### src/rtl/blk_126658.sv
// WIDTH-bit, STAGES-deep posedge pipeline register with per-stage valid bits, stall, flush and occupancy.
// Optional per-stage parity tracking is built when FIREBIRD7_IN_GATE2_PIPE_PARITY_EN is defined.
module blk_126658 #(
    parameter int               WIDTH       = 8,
    parameter int               STAGES      = 2,
    parameter logic [WIDTH-1:0] RESET_VALUE = {WIDTH{1'b0}},
    parameter int               OCC_W       = $clog2(STAGES + 1)
) (
    input  logic             clk,
    input  logic             rst,
    input  logic             en,
    input  logic             flush,
    input  logic [WIDTH-1:0] d,
    input  logic             d_valid,
`ifdef FIREBIRD7_IN_GATE2_PIPE_PARITY_EN
    input  logic             par_inj,
    output logic             parity_err,
`endif
    output logic [WIDTH-1:0] q,
    output logic             q_valid,
    output logic [OCC_W-1:0] occ
);

    logic [WIDTH-1:0]  stage      [STAGES];
    logic [WIDTH-1:0]  stage_next [STAGES];
    logic [STAGES-1:0] vld;
    logic [STAGES-1:0] vld_next;
    logic [OCC_W-1:0]  occ_next;
    logic              load;

    // Flush wins over enable: the word presented alongside a flush is dropped.
    assign load = en & ~flush;

    // NOTE: every variable driven here gets a default first so no latch is inferred.
    always_comb begin
        stage_next    = stage;
        vld_next      = vld;
        stage_next[0] = d;
        for (int i = 1; i < STAGES; i++) begin
            stage_next[i] = stage[i-1];
        end
        if (flush) begin
            vld_next = '0;
        end else if (en) begin
            vld_next[0] = d_valid;
            for (int i = 1; i < STAGES; i++) begin
                vld_next[i] = vld[i-1];
            end
        end
        occ_next = '0;
        for (int i = 0; i < STAGES; i++) begin
            occ_next = occ_next + OCC_W'(vld_next[i]);
        end
    end

    // NOTE: sequential state uses non-blocking assignments so every stage samples pre-edge values.
    always_ff @(posedge clk) begin
        if (rst) begin
            // NOTE: the data stages are explicitly reset because q must show RESET_VALUE after reset.
            for (int i = 0; i < STAGES; i++) begin
                stage[i] <= RESET_VALUE;
            end
            vld <= '0;
            occ <= '0;
        end else begin
            vld <= vld_next;
            occ <= occ_next;
            if (load) begin
                stage <= stage_next;
            end
        end
    end

    assign q       = stage[STAGES-1];
    assign q_valid = vld[STAGES-1];

`ifdef FIREBIRD7_IN_GATE2_PIPE_PARITY_EN
    logic [STAGES-1:0] par;
    logic [STAGES-1:0] par_next;

    always_comb begin
        par_next[0] = (^d) ^ par_inj;
        for (int i = 1; i < STAGES; i++) begin
            par_next[i] = par[i-1];
        end
    end

    // Checked against the incoming last-stage contents so the error lines up with q.
    always_ff @(posedge clk) begin
        if (rst) begin
            par        <= {STAGES{^RESET_VALUE}};
            parity_err <= 1'b0;
        end else if (flush) begin
            parity_err <= 1'b0;
        end else if (en) begin
            par        <= par_next;
            parity_err <= vld_next[STAGES-1] &
                          ((^stage_next[STAGES-1]) != par_next[STAGES-1]);
        end
    end
`endif

endmodule

### config.mk
export PLATFORM = sky130hd
export DESIGN_NAME = blk_126658
export DESIGN_NICKNAME = d
export VERILOG_FILES = /design/src/rtl/blk_126658.sv
export SDC_FILE = /design/constraint.sdc
export NUM_CORES = 1
export LEC_CHECK = 0
export BUFFER_PORTS_ARGS = -buffer_cell sky130_fd_sc_hd__buf_2
export CAP_MARGIN = 25
export CELL_PAD_IN_SITES_DETAIL_PLACEMENT = 1
export CELL_PAD_IN_SITES_GLOBAL_PLACEMENT = 1
export CORE_ASPECT_RATIO = 1.75
export CORE_MARGIN = 3
export CORE_UTILIZATION = 38
export CTS_CLUSTER_SIZE = 40
export DETAILED_ROUTE_END_ITERATION = 10
export GPL_TIMING_DRIVEN = 0
export HOLD_SLACK_MARGIN = 0.08
export PLACE_DENSITY_LB_ADDON = 0.05
export SKIP_LAST_GASP = 1
export SLEW_MARGIN = 20
export SYNTH_ARGS = -nofsm -noshare
export SYNTH_HDL_FRONTEND = slang
export SYNTH_SLANG_ARGS = --single-unit
export TNS_END_PERCENT = 1
### constraint.sdc
create_clock -name clk -period 1.6 [get_ports clk]
set_clock_uncertainty 0.15 [all_clocks]
set_input_delay 0.24 -clock clk [delete_from_list [all_inputs] [get_ports clk]]
set_output_delay 0.24 -clock clk [all_outputs]
set_load 0.02 [all_outputs]
# [Yosys cells after proc, flatten, opt, wreduce, memory -nomap -nowiden]
# Index checks and enable logic that the tools add are counted.
[word_totals] out_inout_bits=11 in_bits=13 register_bits=20
[op_classes] n_bitwise=2 n_addsub=1 muxes=2
[ops] op="$mux W2" count=2
[ops] op="$add A1 B1 Y2" count=1
[ops] op="$and A1 B1 Y1" count=1
[ops] op="$not A1 Y1" count=1

# [Longest topological paths before layout]
[depth] word_depth=3 mapped_depth=5

# [Worst setup path before layout]
# No wires, ideal clock.
[synth_path] path_kind="input port to flip-flop" start="input en" end="register occ[0]" t_required_ns=1.336 stages=5 path_buffers=1 path_slack_ns=0.304 arrival_time_ns=1.032 path_cell_list="buf_4 -> mux2i_1 -> nor2_1 -> ha_1 -> nor2b_1"
[synth_via] elab_chain_len=3
[synth_rtl] element="start, declared" line="11" rtl="input logic en,"
[synth_rtl] element="$mux W2" line="44" rtl="end else if (en) begin"
[synth_rtl] element="$mux W2" line="42" rtl="if (flush) begin"
[synth_rtl] element="net vld_next[0]" line="27" rtl="logic [STAGES-1:0] vld_next;"
[synth_rtl] element="$add A1 B1 Y2" line="52" rtl="occ_next = occ_next + OCC_W'(vld_next[i]);"
[synth_rtl] element="net occ_next[0]" line="28" rtl="logic [OCC_W-1:0] occ_next;"
[synth_rtl] element="end signal, assigned" line="67" rtl="occ <= occ_next;"
[synth_rtl] element="end, declared" line="21" rtl="output logic [OCC_W-1:0] occ"
# The timed path passes the listed nets, and every way through them passes these cells.
# A chain may end at the register's enable or synchronous reset.

# [Final worst setup path]
[layout_path] start="register stage, in the netlist q[1]" end="output q[1]"
[layout_lines] element="start, declared" line="24" rtl="logic [WIDTH-1:0] stage [STAGES];"
[layout_lines] element="start signal, assigned" line="69" rtl="stage <= stage_next;"
[layout_lines] element="end, declared" line="19" rtl="output logic [WIDTH-1:0] q,"
# No word-level cell between the ends.

==> flow_summary.yaml <==
worst_setup_path:
  critPathBufInv: 2
  slowest_stage: "dfxtp_1"
  regToRegSetupSlack_ps: 380
  critPathKind: "reg2out"
  cp_data_required_time_ps: 1210
  crit_path_start: "q[1]"
  crit_family: "flip-flops"
  critPathLaunchType: "flop"
  cpPeakStageDelay_ps: 330
  crit_chain: "buf_4, buf_2"
  rr_startpoint: "vld[0]"
  crit_fanout: 2
  setup.worst_path.end_class: "primary output"
  arrival_ps: 880
die:
  die_w_um: 43.0
  die_h_um: 70.7
  dieArea_um2: 3040
  io_pins: 24
  start_util_pct: 41.8
  num_rows: 22
  coreArea_um2: 2170
clock_tree:
  clk_latency_ps: 290
  clk_pin_slew_worst_paths_ps: 110
  clockRootBuffer: "clkbuf_4"
  clkSinkCount: 20
  cts_made_buffers: 3
  htreeDepth: 1
  cts_tree: "built"
  clk_path_buf_depth: 2
power:
  p_per_area_nw_per_um2: 753
  leakagePower_nw: 0.533
  p_total_uw: 871
  ir_worst_vdd_uv: 499
finish:
  instances_no_fill: 143
  final_util_pct: 53.2
  layout_common_cells: "buf_2, dfxtp_1, nand2b_1"
  final_nets: 135
  antennaDiodeCount: 0
  fillers: 264
  area_growth_pct: 27.2
  drive_above_1_share_pct: 34.5
  final_common_cell: "buf_2"
detailed_routing:
  vias_per_cell: 4.83
  drc: 0
  ant_nets: 0
  wl_per_cell_um: 13.1
  drt_iter0_markers: 5
  num_vias: 691
  postRouteWirelength_mm: 1.88
  first_pass_iters: 4
synth:
  syn-cell-area_um2: 910
  syn_nets: 99
  avgSynthCellArea_um2: 10.7
  synth-seq-area-share_pct: 44.0
  synth.ff_latch_count: 20
  yosysUniqueCellTypes: 13
  synthCells: 85
  ys_warn_count: 0
timing:
  hold-worst-slack_ps: 104
  tns_ps: 0
  hold_violations: 0
  finalCritPeriodShare_pct: 79.7
  fmax_mhz: 784
  finalCriticalPeriod_ps: 1270
  worstMarginPinSlew_ps: 197
  maxSlewHeadroom_pct: 86.5
  finalSetupViolCount: 0
  rsz0062_at_grt: "false"
  drv_slew: 0
place:
  gp_congestion: 0.655
  dpl.cell_count: 132
  port_buffers: 23
  dp_hpwl_mm: 1.31
global_routing:
  grt_max_degree: 11
  grt_first_pass_wirelength_mm: 3.26
  grt_pass1_vias: 709
  grt_overflow: 0
  antenna_found_initial: 0
  track_usage_pct: 13.7
hold_path:
  hp-class: "in2reg"
  min-delay-start: "d_valid"
run:
  cap_violations: 0
run_status:
  outcome: "finished, final reports clean"
worst min-delay path, stage by stage:
cell and delay (ps):
buf_2 80, mux2i_1 70, nor3_1 120
where the power goes:
part           total [mW]  internal [mW]  switching (mW)  leakage (nW)
clock network       0.228         0.0874           0.141        0.0138
registers           0.518          0.513         0.00493         0.162
logic               0.125         0.0704          0.0545         0.357
total               0.871          0.671           0.200         0.533
final cells by class:
class	instances	area, um^2	share of cell area, %
plain buffers	14	116	10.1
well taps	24	30.0	2.59
multi-input cells	51	393	33.9
repair buffers	31	195	16.9
flip-flops and latches	20	400	34.6
clock buffers	3	22.5	1.95
cells by family after synthesis:
logic type	after synthesis	synth area share [%]
buf+inv	14	12.8
compound gates	8	4.40
simple gates	32	26.4
mux	10	11.0
flops	20	44.0
fa+ha+maj	1	1.38
cell usage after synthesis:
cell type | n | share of area (%)
nor2b_1 | 2 | 1.4
nor2b_4 | 1 | 1.5
nand4bb_1 | 8 | 9.9
nand2b_1 | 17 | 12
ha_1 | 1 | 1.4
nor2_1 | 2 | 0.83
mux2i_1 | 10 | 11
nor3_1 | 2 | 1.1
buf_4 | 11 | 9.1
o21ai_0 | 2 | 1.1
o21ai_1 | 6 | 3.3
dfxtp_1 | 20 | 44
buf_6 | 3 | 3.7
registers in the layout, indices dropped and copies added (netlist names):
| signal | cells |
|---|---|
| occ | 2 |
| q | 8 |
| stage | 8 |
| vld | 2 |
repair_timing:
action                     CTS  global route
buffers inserted             0             0
setup endpoints to repair    0             0
hold buffers                 8             0
gates resized for setup      0             0
hold endpoints to repair     8             0
worst paths after layout:
path / endpoint / depth (start not counted)
setup / recovery: q[1] / 2
hold / removal: vld[0] / 3
hold reg to reg: q[5] / 2
setup reg to reg: occ[0] / 4
metal layers:
metal / GRT usage (%) / routed length, um
met1: 16.2 / 761
met2: 24.2 / 1040
met3: 1.53 / 54
met4: 6.04 / 17
met5: 0 / 0
metrics by stage:
| stage | setup slack, ps | cell area [um^2] |
|---|---|---|
| floorplan | 304 | 910 |
| global placement | 111 | 1050 |
| detailed placement | 99.3 | 1050 |
| CTS | 305 | 1160 |
| global route | 262 | 1160 |
| finish | 325 | 1160 |
(Power assumes the default switching activity.)
